--- config.mk ---
export PLATFORM = sky130hd
export DESIGN_NAME = dma_wr_burst_ctrl
export DESIGN_NICKNAME = d
export VERILOG_FILES = /design/src/rtl/dma_wr_burst_ctrl.sv
export SDC_FILE = /design/constraint.sdc
export NUM_CORES = 1
export LEC_CHECK = 0
export ABC_AREA = 1
export BUFFER_PORTS_ARGS = -buffer_cell sky130_fd_sc_hd__buf_2
export CAP_MARGIN = 10
export CORE_ASPECT_RATIO = 1.2
export CORE_MARGIN = 8
export CORE_UTILIZATION = 39
export CTS_BUF_LIST = sky130_fd_sc_hd__clkbuf_4
export CTS_CLUSTER_DIAMETER = 30
export DETAILED_ROUTE_END_ITERATION = 6
export SYNTH_ARGS = -nofsm -noshare
export SYNTH_HDL_FRONTEND = slang
export SYNTH_SLANG_ARGS = --single-unit
--- constraint.sdc ---
create_clock -name clk -period 9.2 [get_ports clk]
set_input_delay 0.92 -clock clk [delete_from_list [all_inputs] [get_ports clk]]
set_output_delay 0.92 -clock clk [all_outputs]
set_load 0.02 [all_outputs]
--- src/rtl/dma_wr_burst_ctrl.sv ---
`timescale 1ns/1ps
`default_nettype none
// +----------------------------------------------------------------------------+
// | dma_wr_burst_ctrl : FIFO-to-AXI write DMA, single outstanding burst.       |
// | Revision: 1.0                                                              |
// +----------------------------------------------------------------------------+
module dma_wr_burst_ctrl #(
  parameter int DWIDTH    = 32,
  parameter int ADDR_W    = 32,
  parameter int LEN_W     = 16,
  parameter int MAX_BURST = 16,
  parameter int FIFO_AW   = 5
) (
  input  logic              clk,
  input  logic              rst,
  input  logic              start,
  input  logic [ADDR_W-1:0] dst_addr,
  input  logic [LEN_W-1:0]  xfer_len,
  output logic              busy,
  output logic              done,
  output logic              err,
  output logic              fifo_pull,
  input  logic [DWIDTH-1:0] fifo_data,
  input  logic              fifo_empty,
  input  logic [FIFO_AW:0]  fifo_depth_left,
  output logic              awvalid,
  output logic [ADDR_W-1:0] awaddr,
  output logic [7:0]        awlen,
  input  logic              awready,
  output logic              wvalid,
  output logic [DWIDTH-1:0] wdata,
  output logic              wlast,
  input  logic              wready,
  input  logic              bvalid,
  input  logic [1:0]        bresp,
  output logic              bready
);

  localparam int BL_W = $clog2(MAX_BURST + 1);
  localparam int CW   = ((LEN_W > 13) ? LEN_W : 13) + 1;
  localparam int FW   = FIFO_AW + 1;
  localparam logic [FW-1:0] C_FIFO_DEPTH = FW'(1) << FIFO_AW;

  typedef enum logic [2:0] {
    ST_IDLE      = 3'd0,
    ST_WAIT_DATA = 3'd1,
    ST_ADDR      = 3'd2,
    ST_DATA      = 3'd3,
    ST_RESP      = 3'd4
  } state_t;

  state_t            r_state;
  logic [ADDR_W-1:0] r_addr;
  logic [LEN_W-1:0]  r_remaining;
  logic [BL_W-1:0]   r_blen;
  logic [BL_W-1:0]   r_beats_left;

  logic [CW-1:0]     w_words_4k;
  logic [CW-1:0]     w_blen_c;
  logic [FW-1:0]     w_occ;

  // Next burst size: bounded by remaining words, MAX_BURST and the 4 KB page end.
  always_comb begin
    w_words_4k = (CW'(13'h1000) - CW'(r_addr[11:0])) >> 2;
    w_blen_c   = CW'(r_remaining);
    if (CW'(MAX_BURST) < w_blen_c) w_blen_c = CW'(MAX_BURST);
    if (w_words_4k < w_blen_c)     w_blen_c = w_words_4k;
    w_occ      = C_FIFO_DEPTH - fifo_depth_left;
  end

  assign fifo_pull = wvalid & wready & ~fifo_empty;
  assign wdata     = fifo_data;

  always_ff @(posedge clk or posedge rst) begin
    if (rst) begin
      r_state      <= ST_IDLE;
      r_addr       <= '0;
      r_remaining  <= '0;
      r_blen       <= '0;
      r_beats_left <= '0;
      busy         <= 1'b0;
      done         <= 1'b0;
      err          <= 1'b0;
      awvalid      <= 1'b0;
      awaddr       <= '0;
      awlen        <= '0;
      wvalid       <= 1'b0;
      wlast        <= 1'b0;
      bready       <= 1'b0;
    end else begin
      done <= 1'b0;
      case (r_state)
        ST_IDLE: begin
          if (start) begin
            if (xfer_len != '0) begin
              r_addr      <= dst_addr;
              r_remaining <= xfer_len;
              busy        <= 1'b1;
              err         <= 1'b0;
              r_state     <= ST_WAIT_DATA;
            end else begin
              done <= 1'b1;
            end
          end
        end
        // Holding the AW until the whole burst is buffered keeps W free of bubbles.
        ST_WAIT_DATA: begin
          if (CW'(w_occ) >= w_blen_c) begin
            r_blen  <= BL_W'(w_blen_c);
            awaddr  <= r_addr;
            awlen   <= 8'(w_blen_c - CW'(1));
            awvalid <= 1'b1;
            r_state <= ST_ADDR;
          end
        end
        ST_ADDR: begin
          if (awready) begin
            awvalid      <= 1'b0;
            wvalid       <= 1'b1;
            wlast        <= (r_blen == BL_W'(1));
            r_beats_left <= r_blen;
            r_state      <= ST_DATA;
          end
        end
        ST_DATA: begin
          if (wready) begin
            if (wlast) begin
              wvalid  <= 1'b0;
              wlast   <= 1'b0;
              bready  <= 1'b1;
              r_state <= ST_RESP;
            end else begin
              r_beats_left <= r_beats_left - BL_W'(1);
              wlast        <= (r_beats_left == BL_W'(2));
            end
          end
        end
        ST_RESP: begin
          if (bvalid) begin
            bready <= 1'b0;
            if (bresp != 2'b00) begin
              err     <= 1'b1;
              done    <= 1'b1;
              busy    <= 1'b0;
              r_state <= ST_IDLE;
            end else begin
              r_addr      <= r_addr + (ADDR_W'(r_blen) << 2);
              r_remaining <= r_remaining - LEN_W'(r_blen);
              if (r_remaining == LEN_W'(r_blen)) begin
                done    <= 1'b1;
                busy    <= 1'b0;
                r_state <= ST_IDLE;
              end else begin
                r_state <= ST_WAIT_DATA;
              end
            end
          end
        end
        default: r_state <= ST_IDLE;
      endcase
    end
  end

endmodule
`default_nettype wire

Word level (Yosys, flattened, before mapping)
Index checks and enable logic that the tools add are counted.

operators by class
  add/subtract/negate cells = 6
  reduce and logical (&&, ||, !) cells = 17
  bitwise logic cells = 3
  magnitude comparators = 3
  equality and inequality tests = 18
  multiplexer cells = 58

operators by type and width
  kind                                                                           count
  32-bit 2-to-1 mux                                                              4
  16-bit 2-to-1 mux                                                              6
  32-bit one-hot mux with 2 select lines                                         1
  32-bit by 7-bit adder with 32-bit output                                       1
  16-bit one-hot mux with 2 select lines                                         1
  1-bit 2-to-1 mux                                                               27
  3-bit 2-to-1 mux                                                               7
  2-bit != test (second input constant)                                          10
  16-bit by 5-bit == test with 1-bit output                                      1
  6-bit by 16-bit >= comparator with 1-bit output                                1
  15-bit by 16-bit less-than comparator with 1-bit output                        1
  5-bit by 16-bit less-than comparator with 1-bit output (first input constant)  1
  16-bit nonzero test                                                            1
  16-bit by 5-bit subtractor with 16-bit output                                  1
  5-bit 2-to-1 mux                                                               3
  3-bit one-hot mux with 5 select lines                                          1
  5-bit AND reduction                                                            3
  1-bit one-hot mux with 2 select lines                                          7
  13-bit by 12-bit subtractor with 14-bit output (first input constant)          1
  4-bit AND reduction                                                            3
  5-bit one-hot mux with 2 select lines                                          1
  2-bit nonzero test                                                             5
  8-bit by 1-bit subtractor with 8-bit output (second input constant)            1
  7-bit AND reduction                                                            1
  other kinds (13)                                                               16

storage, ports and cells
  input port bits = 95
  output and inout port bits = 80
  flip-flop bits (word level) = 108
  word-level logic and storage cells = 119

Depth between registers and ports, before layout
Gate-level depths: netlist of run 1.

  depth in word-level cells = 7
  depth in mapped cells = 39
  mapped depth without buffers = 38

Least setup slack after synthesis of run 1
Ideal clock, no wire load.

  kind = flip-flop to flip-flop
  start point = register r_addr[2]
  end point = register awaddr[10]
  stages on the path, launching flop included = 34
  data required time = 9.070 ns
  setup slack = 5.212 ns
  arrival time = 3.858 ns
  setup time = 0.130 ns
  path through = dfrtp_1 inv_2 nand3_2 nor2_2 inv_2 nor2_2 inv_2 nor2_4 nand2_2 nor2_4 nand2_2 nor2_2 inv_2 nor3_1 ha_1 nand2_1 inv_1 a221oi_1 nand2_1 buf_4 nand2_1 o21ai_2 ha_1 o21ai_0 nand2_1 o21ai_0 inv_1 nand2_1 nand2_1 nand2_1 nand2_1 nand3_2 clkbuf_1 o21ai_0

on the way
  cells in the longest elaborated chain, start to end = 5

ends and longest elaborated chain
  what                                                     line  RTL
  start, declared                                          53    logic [ADDR_W-1:0] r_addr;
  start signal, assigned                                   96    r_addr <= dst_addr;
  start signal, assigned                                   147   r_addr <= r_addr + (ADDR_W'(r_blen) << 2);
  13-bit by 12-bit subtractor with 14-bit output (*)       64    w_words_4k = (CW'(13'h1000) - CW'(r_addr[11:0])) >> 2;
  15-bit by 16-bit less-than comparator with 1-bit output  67    if (w_words_4k < w_blen_c) w_blen_c = w_words_4k;
  16-bit 2-to-1 mux (*)                                    67
  named net w_blen_c[0]                                    59    logic [CW-1:0] w_blen_c;
  6-bit by 16-bit >= comparator with 1-bit output (*)      108   if (CW'(w_occ) >= w_blen_c) begin
  2-bit AND reduction (no source line) (*)                 -
  end signal, assigned                                     110   awaddr <= r_addr;
  end, declared                                            27    output logic [ADDR_W-1:0] awaddr,

Mark *: on every way through the listed nets, which the timed path passes. The rest lies on a longest branch.
A chain may end at the register's enable or synchronous reset.

Worst setup path after layout of run 1
  start point = register r_addr[2]
  end point = register awlen[2]

on the way
  cells in the longest elaborated chain, start to end = 5
  elaborated cells on any way between the ends = 6
  those cells by class = 2 x add/sub; 2 x order compare; 1 x mux; 1 x reduce/logical

ends and longest elaborated chain
  what                                                     line  RTL
  13-bit by 12-bit subtractor with 14-bit output (*)       64
  15-bit by 16-bit less-than comparator with 1-bit output  67
  16-bit 2-to-1 mux (*)                                    67
  named net w_blen_c[0]                                    59
  6-bit by 16-bit >= comparator with 1-bit output          108
  2-bit AND reduction (no source line)                     -
  end signal, assigned                                     111   awlen <= 8'(w_blen_c - CW'(1));
  end, declared                                            28    output logic [7:0] awlen,

Marked as above.

==> results of run 1 <==
==> area by class of cell <==
class	count	area, µm²	area share [%]
Clock inverter	7	67.56	0.8889
Sequential cell	108	2703	35.56
Clock buffer	9	67.56	0.8889
Tap cell	220	275.3	3.621
Inverter	123	464.2	6.107
Timing Repair Buffer	115	588.1	7.737
Antenna cell	1	2.502	0.03292
Multi-Input combinational cell	642	3433	45.17
==> stage by stage <==
step	total power, µW	hold WS, ns	cell area, µm²	setup WS, ns
after CTS	2464	0.4288	7599	3.646
after global placement	2194	0.4616	7463	3.815
after floorplan	1848	0.4658	6962	5.212
final	2438	0.4149	7601	3.691
after global routing	2698	0.4536	7601	2.935
after detailed placement	2212	0.4659	7463	3.691
==> power breakdown <==
part / internal, µW / total, µW / switching, µW
Sequential: 684 / 854 / 170
Clock: 63.2 / 249 / 186
Combinational: 453 / 1340 / 882
==> routing by layer <==
| layer | track usage [%] | routed length [µm] | vias up | part of all wire, % |
|---|---|---|---|---|
| li1 | - | - | 3166 | - |
| met5 | 0 | 11 | - | 0.058 |
| met2 | 30.02 | 9407 | 123 | 50 |
| met4 | 7.978 | 600 | 2 | 3.2 |
| met3 | 3.121 | 905 | 34 | 4.8 |
| met1 | 21.25 | 8034 | 2876 | 42 |
==> worst max-delay path by stage <==
| stage | from | slack, ns | endpoint | depth (start not counted) |
|---|---|---|---|---|
| after detailed placement | r_addr[2]$_DFFE_PP0P_ | 3.69 | awlen[2]$_DFFE_PP0P_ | 35 |
| after global routing | r_addr[2]$_DFFE_PP0P_ | 2.94 | awlen[2]$_DFFE_PP0P_ | 36 |
| after global placement | r_addr[2]$_DFFE_PP0P_ | 3.81 | awlen[2]$_DFFE_PP0P_ | 33 |
| after CTS | r_addr[2]$_DFFE_PP0P_ | 3.65 | awlen[2]$_DFFE_PP0P_ | 36 |
| after floorplan | r_addr[2]$_DFFE_PP0P_ | 5.21 | awaddr[10]$_DFFE_PP0P_ | 33 |
| final | r_addr[2]$_DFFE_PP0P_ | 3.69 | awlen[2]$_DFFE_PP0P_ | 36 |
==> worst reg2reg max path, delay by kind of cell, from the launching register on <==
kind            cells  cell delay [ns]
simple gates       21             2.60
compound gates      5             0.83
fa+ha+maj           2             0.51
flops               1             0.46
buf+inv             8             1.02
==> cells in the final DEF, fill, tap and decap left out, types with 17 or more instances in the layout <==
cell type	instances
o211ai_1	17
nand3_1	30
nor2_1	79
nand2_1	203
ha_1	29
a21oi_1	36
inv_1	114
buf_2	110
o21ai_0	107
dfrtp_1	108
==> cell families (layout without fill, tap and decap cells) <==
family	count (synthesis)	in the layout	share of synthesized area [%]
AOI/OAI and AO/OA	219	219	18.33
xor gates and xnor gates	19	19	2.397
adders and majority gates	31	31	5.803
buffers and inverters	186	254	12.16
DFF	108	108	38.93
other	1	7	0.05401
and+or+nand+nor	367	367	22.33
==> registers in the layout, summed over array words and instances, names as in the netlist <==
signal / count
awaddr: 32
awlen: 8
awvalid: 1
bready: 1
busy: 1
done: 1
err: 1
r_addr: 32
r_beats_left: 5
r_blen: 5
r_remaining: 16
r_state: 3
wlast: 1
wvalid: 1
==> reports/metrics.cfg, run 1 <==
[placed_design]
place_inst=1208
gp_routability_congestion=0.8264
place.detailed.hpwl_um=14690
io_buffers=110

[power_and_ir_drop]
ir_drop_mv=0.1198
leakagePower_uw=0.003793
powerDensity_mw_per_mm2=320.8

[clock_tree]
cts_buffer_depth=2
cts-root-buf=clkbuf_4
clk_pin_slew_ns=0.19
cts.sinks=108
clk_latency_ns=0.51
cts_htree_levels=3
cts_made_buffers=9
cts_resized=0
cts_tree=yes
hold_buffers=0
post_cts_buffers=0

[synth]
synth_top_area_cell=dfrtp_1
synth_top_area_share_pct=38.93
synth_warnings=0
synthTopCellsByCount=203 x nand2_1, 115 x inv_1, 108 x dfrtp_1, 107 x o21ai_0, 80 x nor2_1
syn_area_mm2=0.006943
syn_inst=931
ys.flop_type=dfrtp_1
yosysMostFrequentCell=nand2_1
ys_ff_latch=108
syn_area_per_cell_um2=7.457
ys_top_cells_by_area=dfrtp_1 39%, nand2_1 11%, o21ai_0 7.7%
synth_edf_count=0
seq_area_frac_synth_pct=38.93
ys_async_sr_fraction_pct=100.0
synth_cell_types=41

[route]
drtIter0Drc=402
wl_per_cell_um=15.48
firstDrtPassIters=5
drc=0
num_vias=6201
wirelength_um=18960
ant_nets=0
vias_per_cell=5.062

[floorplan]
die_h_um=162.2
die_w_um=137.8
num_rows=53
core_area_mm2=0.01751
dieArea_mm2=0.02235
start_util_pct=39.66
io-pin-count=175

[timing]
max_slew_margin_pct=36.10
period_share_pct=59.88
fin_worst_skew_ns=0.02141
finalHoldViolations=0
period_needed_ns=5.509
rsz0062_at_grt=false
tightestPinTransition_ns=0.9498
finalMaxSlewViolations=0
fmax_mhz=181.5
setup_tns_ns=0
finalSetupViolations=0

[worst_setup_path]
cpLargestDelayFamily=simple AND/OR/NAND/NOR gates
cp-end-kind=register
crit_path_frequent_cell=nand2_1
rr_worst_depth=36
r2r_slack_ns=3.69
cp_max_fo=49
worstPathRequired_ns=9.61
cp_slowest_cell=nand3_2
r2r-start=r_addr[2]$_DFFE_PP0P_
critPathKind=reg -> reg
worstReg2RegEnd=awlen[2]$_DFFE_PP0P_
max_stage_delay_ns=0.56
cp.arrival_ns=5.92
crit_buf_inv=8
cp-start-kind=register

[global_route]
antenna_found_initial=2
overflow=0
grt_pass1_wl_um=31530
first_global_vias=6276
grt.total_usage_pct=17.70
grt_max_degree=76

[final_layout]
drive_gt1_share_pct=16.83
final_nets=1125
synthToLayoutAreaGrowth_pct=9.479
fin_util_pct=43.42
fill_cells=1864
final_cells=1225

[run_status]
outcome=finished clean

[worst_hold_path]
hold_path_class=in -> async

[flow_run]
cap_violations=0

No activity file was read; power rests on OpenSTA's default activity.
==> run 2: changes to the inputs <==
--- a/config.mk
+++ b/config.mk
@@ -5,7 +5,7 @@
 export SDC_FILE = /design/constraint.sdc
 export NUM_CORES = 1
 export LEC_CHECK = 0
-export ABC_AREA = 1
+export ABC_AREA = 0
 export BUFFER_PORTS_ARGS = -buffer_cell sky130_fd_sc_hd__buf_2
 export CAP_MARGIN = 10
 export CORE_ASPECT_RATIO = 1.2
==> constraint.sdc (replaced) <==
create_clock -name clk -period 4.8 [get_ports clk]
set_input_delay 0.48 -clock clk [delete_from_list [all_inputs] [get_ports clk]]
set_output_delay 0.48 -clock clk [all_outputs]
set_load 0.02 [all_outputs]
==> reports/metrics.cfg, run 2 <==
[route]
wirelength_um=19410  ; +2.4%
vias_per_cell=5.505  ; +8.7%
ant_nets=0  ; unchanged
firstDrtPassIters=4  ; -1
drtIter0Drc=305  ; -24%
num_vias=6000  ; -3.2%
drc=0  ; unchanged
wl_per_cell_um=17.81  ; +15%

[synth]
seq_area_frac_synth_pct=38.52  ; -0.40 points
synth_warnings=0  ; unchanged
yosysMostFrequentCell=dfrtp_1
synth-simple-area-share_pct=15.89  ; -6.4 points
synth_top_area_share_pct=38.52  ; -0.40 points
synthMuxAreaShare_pct=9.345  ; +9.3 points
ys.flop_type=dfrtp_1
synth_fa_ha_area_share_pct=5.743  ; -0.060 points
syn_inst=758  ; -19%
ys_top_cells_by_area=dfrtp_1 39%, mux2_4 7.1%, ha_1 5.2%
ys_ff_latch=108  ; unchanged
synth_compound_area_share_pct=19.90  ; +1.6 points
synth_cell_types=67  ; +63%
synth_xor_area_share_pct=2.372  ; -0.025 points
ys_async_sr_fraction_pct=100.0  ; unchanged
synth_edf_count=0  ; unchanged
synthTopCellsByCount=108 x dfrtp_1, 64 x a21oi_1, 64 x nand2_1, 62 x nor2_1, 59 x o21ai_0
syn_area_mm2=0.007015  ; +1.0%
synth_top_family_by_area=compound AO/OA/AOI/OAI gates
synth_top_area_cell=dfrtp_1
syn_area_per_cell_um2=9.255  ; +24%

[placed_design]
io_buffers=110  ; unchanged
place_inst=1062  ; -12%
place.detailed.hpwl_um=14190  ; -3.4%
gp_routability_congestion=0.8367  ; +1.2%

[worst_setup_path]
crit_buf_inv=3  ; -5
cpLargestDelayFamily=simple AND/OR/NAND/NOR gates
cp_max_fo=5  ; -90%
cp_slowest_cell=or4_4
critPathKind=reg -> reg
cp-start-kind=register
critical_path.cell_chain=or4_4 > or2_4 > or4_4 > nor3_4 > nand2b_1 > xor2_1 > ha_1 > nand3_2 > or3_4 > or2_2 > a21oi_2 > a31o_2 > inv_1 > ha_1 > o21a_1 > o21ai_1 > a31oi_1 > nor2_1 > a311oi_2 > o211ai_4 > buf_12 > clkbuf_16 > mux2_4
max_stage_delay_ns=0.52  ; -0.04 ns
cp-end-kind=register
worstPathRequired_ns=5.20  ; -4.41 ns
cp.arrival_ns=5.78  ; -0.14 ns

[global_route]
first_global_vias=5960  ; -5.0%
grt.total_usage_pct=16.88  ; -0.82 points
grt_pass1_wl_um=31330  ; -0.63%
grt_max_degree=77  ; +1.3%
overflow=0  ; unchanged
antenna_found_initial=5  ; +3

[timing]
period_needed_ns=5.383  ; -0.1260 ns
finalSetupViolations=48  ; +48
setup_ws_ns=-0.5826  ; -4.274 ns
period_share_pct=112.1  ; +52 points
tightestPinTransition_ns=1.085  ; +0.1357 ns
hold_ws_ns=0.1841  ; -0.2308 ns
fin_worst_skew_ns=0.02391  ; +0.002505 ns
max_slew_margin_pct=27.38  ; -8.7 points
rsz0062_at_grt=true
finalMaxSlewViolations=0  ; unchanged
fmax_mhz=185.8  ; +2.3%
finalHoldViolations=0  ; unchanged

[final_layout]
drive_gt1_share_pct=29.03  ; +12 points
final_nets=989  ; -12%
largestRegisters=awaddr: 32 flops, r_addr: 32 flops, r_remaining: 16 flops
final_cell_mix=110 x buf_2, 108 x dfrtp_1, 62 x a21oi_1, 62 x nand2_1, 60 x nor2_1
synthToLayoutAreaGrowth_pct=15.66
final_cells=1090  ; -11%
final_common_cell=buf_2

[worst_hold_path]
hold_path_class=in -> reg

[floorplan]
io-pin-count=175  ; unchanged
start_util_pct=39.92  ; +0.26 points
die_h_um=162.9  ; +0.47%
die_w_um=138.4  ; +0.46%
dieArea_mm2=0.02255  ; +0.93%
num_rows=53  ; unchanged
core_area_mm2=0.01757  ; +0.38%

[clock_tree]
hold_buffers=0  ; unchanged
cts_htree_levels=3  ; unchanged
cts_buffer_depth=2  ; unchanged
cts.sinks=108  ; unchanged
cts_tree=yes
clk_latency_ns=0.50  ; about the same
cts-root-buf=clkbuf_4
clk_pin_slew_ns=0.18  ; about the same
cts_made_buffers=9  ; unchanged

[run_status]
outcome=complete, but fails checks
violations=setup timing

[power_and_ir_drop]
ir_drop_mv=0.3061  ; +160%
p_total_uw=5049  ; +110%
leakagePower_uw=0.003783  ; -0.27%
powerDensity_mw_per_mm2=622.3  ; +94%

[flow_run]
cap_violations=0  ; unchanged

==> run 2: changes by cell type in the layout (fill, tap and decap cells not counted), sizes merged, moves of 9 or more <==
cell	before	now
inv	127	30
a2bb2oi	0	15
nor2b	0	9
nor2	86	62
buf	115	161
o21ai	127	60
mux2	0	41
nand2	206	64
o211ai	17	3
a21oi	37	64
==> run 2: kinds of logic (layout without fill, tap and decap cells) <==
group	after synthesis	after routing
AND/OR/NAND/NOR	233	233
AO/OA/AOI/OAI	217	217
flip-flops	108	108
buffers and inverters	101	206
multiplexers	48	48
adder cells (fa/ha/maj)	31	31
XOR/XNOR	19	19
other	1	8
==> run 2: final timing paths <==
| path | cells past startpoint | start | slack, ns | to |
|---|---|---|---|---|
| max in group asynchronous | 3 | rst | 3.62 | r_beats_left[1]$_DFFE_PP0P_ |
| min reg2reg | 1 | busy$_DFFE_PP0P_ | 0.51 | busy$_DFFE_PP0P_ |
| min in group asynchronous | 2 | rst | 0.19 | awaddr[13]$_DFFE_PP0P_ |
| min | 2 | bvalid | 0.18 | r_state[2]$_DFFE_PP0P_ |
| max reg2reg | 23 | r_addr[3]$_DFFE_PP0P_ | -0.58 | awaddr[19]$_DFFE_PP0P_ |
| max | 23 | r_addr[3]$_DFFE_PP0P_ | -0.58 | awaddr[19]$_DFFE_PP0P_ |
==> run 2: power by group <==
part	switching [µW]	internal, µW
Combinational	1490	1280
Sequential	414	1320
Clock	333	214
Total	2230	2820
==> run 2: per-stage QoR <==
| step | setup WS (ns) | cell area [µm²] | utilization (%) | setup TNS (ns) |
|---|---|---|---|---|
| after global routing | -0.8354 | 8114 | 46.17 | -38.33 |
| after detailed placement | -0.5138 | 7782 | 44.29 | -23.01 |
| after global placement | -0.4196 | 7782 | 44.29 | -18.31 |
| after floorplan | 0.01194 | 7092 | - | 0 |
| final | -0.5826 | 8114 | 46.17 | -25.81 |
| after CTS | -0.4864 | 7993 | 45.48 | -21.36 |
==> run 2: area by class of cell <==
class	count	area [µm²]
diodes	2	5.005
clock buffers	9	67.56
clock inverters	7	97.59
fillers	1708	9459
inverters	28	107.6
multi-input cells	554	3856
flip-flops and latches	108	2703
well taps	220	275.3
repair buffers	162	1002
==> run 2: per-layer routing <==
layer	part of all wire, %	global-route usage [%]
met1	44	21.24
met2	50	28.69
met3	4.5	3.180
met4	1.4	5.245
met5	0.18	0
==> run 2: timing repair <==
action,CTS,global route
endpoints found under the setup margin,48,48
pin swaps,2,6
cloned,0,2
setup buffers,5,4
gates resized for setup,7,8
==> run 3: changes to the inputs <==
--- a/config.mk
+++ b/config.mk
@@ -7,13 +7,16 @@
 export LEC_CHECK = 0
 export ABC_AREA = 0
 export BUFFER_PORTS_ARGS = -buffer_cell sky130_fd_sc_hd__buf_2
-export CAP_MARGIN = 10
+export CAP_MARGIN = 0
+export CELL_PAD_IN_SITES_DETAIL_PLACEMENT = 0
+export CELL_PAD_IN_SITES_GLOBAL_PLACEMENT = 1
 export CORE_ASPECT_RATIO = 1.2
 export CORE_MARGIN = 8
-export CORE_UTILIZATION = 39
+export CORE_UTILIZATION = 38
 export CTS_BUF_LIST = sky130_fd_sc_hd__clkbuf_4
 export CTS_CLUSTER_DIAMETER = 30
 export DETAILED_ROUTE_END_ITERATION = 6
+export PLACE_DENSITY_LB_ADDON = 0.1
 export SYNTH_ARGS = -nofsm -noshare
 export SYNTH_HDL_FRONTEND = slang
 export SYNTH_SLANG_ARGS = --single-unit
==> reports/metrics.cfg, run 3 (synthesis gave the netlist of run 2 again) <==
[run_status]
outcome=complete, but fails checks
violations=setup timing

[clock_tree]
clk_pin_slew_ns=0.18  ; about the same
cts_htree_levels=3  ; unchanged
cts.sinks=108  ; unchanged
clk_latency_ns=0.49  ; about the same
cts_buffer_depth=2  ; unchanged
cts_made_buffers=9  ; unchanged
cts-root-buf=clkbuf_4
cts_tree=yes

[final_layout]
largestRegisters=awaddr: 32 flops, r_addr: 32 flops, r_remaining: 16 flops
final_cells=1101  ; +1.0%
synthToLayoutAreaGrowth_pct=18.78
final_common_cell=buf_2
fin_util_pct=45.85  ; -0.32 points
drive_gt1_share_pct=30.48  ; +1.4 points
final_cell_mix=110 x buf_2, 108 x dfrtp_1, 62 x a21oi_1, 62 x nand2_1, 58 x nor2_1
multi_input_area_mm2=0.003954  ; +2.5%
final_nets=997  ; +0.81%
seq_area_mm2=0.002703  ; unchanged
fill_cells=1758  ; +2.9%

[worst_setup_path]
cp-end-kind=register
max_stage_delay_ns=0.54  ; +0.02 ns
cpLargestDelayFamily=simple AND/OR/NAND/NOR gates
crit_path_frequent_cell=or4_4
cp.depth=23  ; unchanged
cp_max_fo=5  ; unchanged
critPathKind=reg -> reg
rr_worst_depth=23  ; unchanged
cp.arrival_ns=5.71  ; -0.07 ns
worstPathRequired_ns=5.19  ; about the same
critical_path.cell_chain=or4_4 > or2_1 > or4_4 > nor3_4 > nand2b_1 > xor2_1 > ha_1 > nand3_2 > or3_4 > a211o_4 > buf_6 > a31o_4 > inv_4 > ha_4 > o21a_1 > o21ai_1 > a31oi_1 > nor2_1 > a311oi_2 > o211ai_4 > buf_12 > clkbuf_16 > mux2_4
cp_slowest_cell=or4_4
cp-start-kind=register
crit_buf_inv=4  ; +1

[timing]
setup_ws_ns=-0.5169  ; +0.06562 ns
rsz0062_at_grt=true
finalSetupViolations=48  ; unchanged
finalHoldViolations=0  ; unchanged
tightestPinTransition_ns=1.106  ; +0.02020 ns
fin_worst_skew_ns=0.02170  ; -0.002210 ns
finalMaxSlewViolations=0  ; unchanged
period_share_pct=110.8  ; -1.4 points
period_needed_ns=5.317  ; -0.06562 ns
max_slew_margin_pct=26.03  ; -1.4 points
fmax_mhz=188.1  ; +1.2%

[route]
dr.max_layer_used=met5
num_vias=6140  ; +2.3%
drtIter0Drc=324  ; +6.2%
drc=0  ; unchanged
dr_wl_met3_um=1100  ; +25%
wirelength_um=21110  ; +8.7%
wl_per_cell_um=19.17  ; +7.6%
firstDrtPassIters=5  ; +1
drt-met1-wl_um=9129  ; +6.0%
route.met2.wl_um=10500  ; +9.1%
ant_nets=0  ; unchanged
vias_per_cell=5.577  ; +1.3%

[global_route]
grt.total_usage_pct=18.23  ; +1.4 points
grt_pass1_wl_um=33310  ; +6.3%
grt_max_degree=68  ; -12%
overflow=0  ; unchanged
first_global_vias=6170  ; +3.5%
antenna_found_initial=2  ; -3

[floorplan]
start_util_pct=38.60  ; -1.3 points
die_h_um=164.8  ; +1.2%
num_rows=54  ; +1.9%
io-pin-count=175  ; unchanged
dieArea_mm2=0.02308  ; +2.3%
core_area_mm2=0.01817  ; +3.4%
die_w_um=140.0  ; +1.2%

[placed_design]
io_buffers=110  ; unchanged
gp_routability_congestion=0.8789  ; +5.0%
place_inst=1065  ; +0.28%
place.detailed.hpwl_um=15120  ; +6.6%

[power_and_ir_drop]
ir_drop_mv=0.2527  ; -17%
powerDensity_mw_per_mm2=626.9  ; +0.75%
leakagePower_uw=0.003862  ; +2.1%

[flow_run]
cap_violations=0  ; unchanged

[worst_hold_path]
hold_path_class=in -> async

-- run 3: path summary, 6_finish.rpt --
check	startpoint	endpoint	slack (ns)
min in group clk	bvalid	r_state[2]$_DFFE_PP0P_	0.20
max reg2reg	r_addr[0]$_DFFE_PP0P_	awaddr[22]$_DFFE_PP0P_	-0.52
min	rst	awaddr[6]$_DFFE_PP0P_	0.11
max in group asynchronous	rst	awaddr[3]$_DFFE_PP0P_	3.52
min reg2reg	awvalid$_DFFE_PP0P_	awvalid$_DFFE_PP0P_	0.50
max	r_addr[0]$_DFFE_PP0P_	awaddr[22]$_DFFE_PP0P_	-0.52
-- run 3: power by group --
part / internal (µW) / total (µW) / switching (µW) / leakage [µW]
sequential: 1320 / 1750 / 426 / 0.00127
clock: 211 / 538 / 327 / 0.0000890
combinational: 1360 / 2940 / 1580 / 0.00250
-- run 3: final cells by class --
cell class / count / share of cell area [%]
multi-input combinational: 554 / 47.45
inverter: 28 / 1.321
tap: 224 / 3.363
timing repair buffer: 170 / 13.51
antenna: 1 / 0.03003
clock inverter: 7 / 1.081
clock buffer: 9 / 0.8108
sequential: 108 / 32.43
-- run 3: metrics by stage --
stage | cell area, µm² | hold WS [ns] | setup slack [ns] | total power [µW] | TNS [ns]
after floorplan | 7092 | 0.4784 | 0.01194 | 3593 | 0
after detailed placement | 7792 | 0.4722 | -0.5649 | 4492 | -25.05
after CTS | 8125 | 0.1242 | -0.5521 | 5120 | -24.14
after global placement | 7792 | 0.4626 | -0.4013 | 4434 | -17.45
after global routing | 8333 | 0.1526 | -0.7191 | 5629 | -31.91
final | 8333 | 0.1137 | -0.5169 | 5224 | -22.41
-- run 3: repair_timing --
action	CTS	global route
pin swaps	9	8
setup endpoints to repair	48	48
setup buffers	8	8
hold buffers	0	0
resized for setup	10	29
hold endpoints to repair	0	0
gates cloned	3	1
-- run 3: per-layer routing --
metal	GRT usage [%]	up-vias
met4	6.080	2
met3	4.078	26
met5	0	-
met2	31.51	183
li1	-	2927
met1	22.13	3002
-- run 3: worst register-to-register path: cells and delay by family, from the launching register on --
kind,cells,cell delay (ns)
AO/OA/AOI/OAI,7,1.40
XOR/XNOR,1,0.16
adder cells (fa/ha/maj),2,0.43
buffers and inverters,4,0.55
flip-flops,1,0.41
multiplexers,1,0.29
AND/OR/NAND/NOR,8,1.99
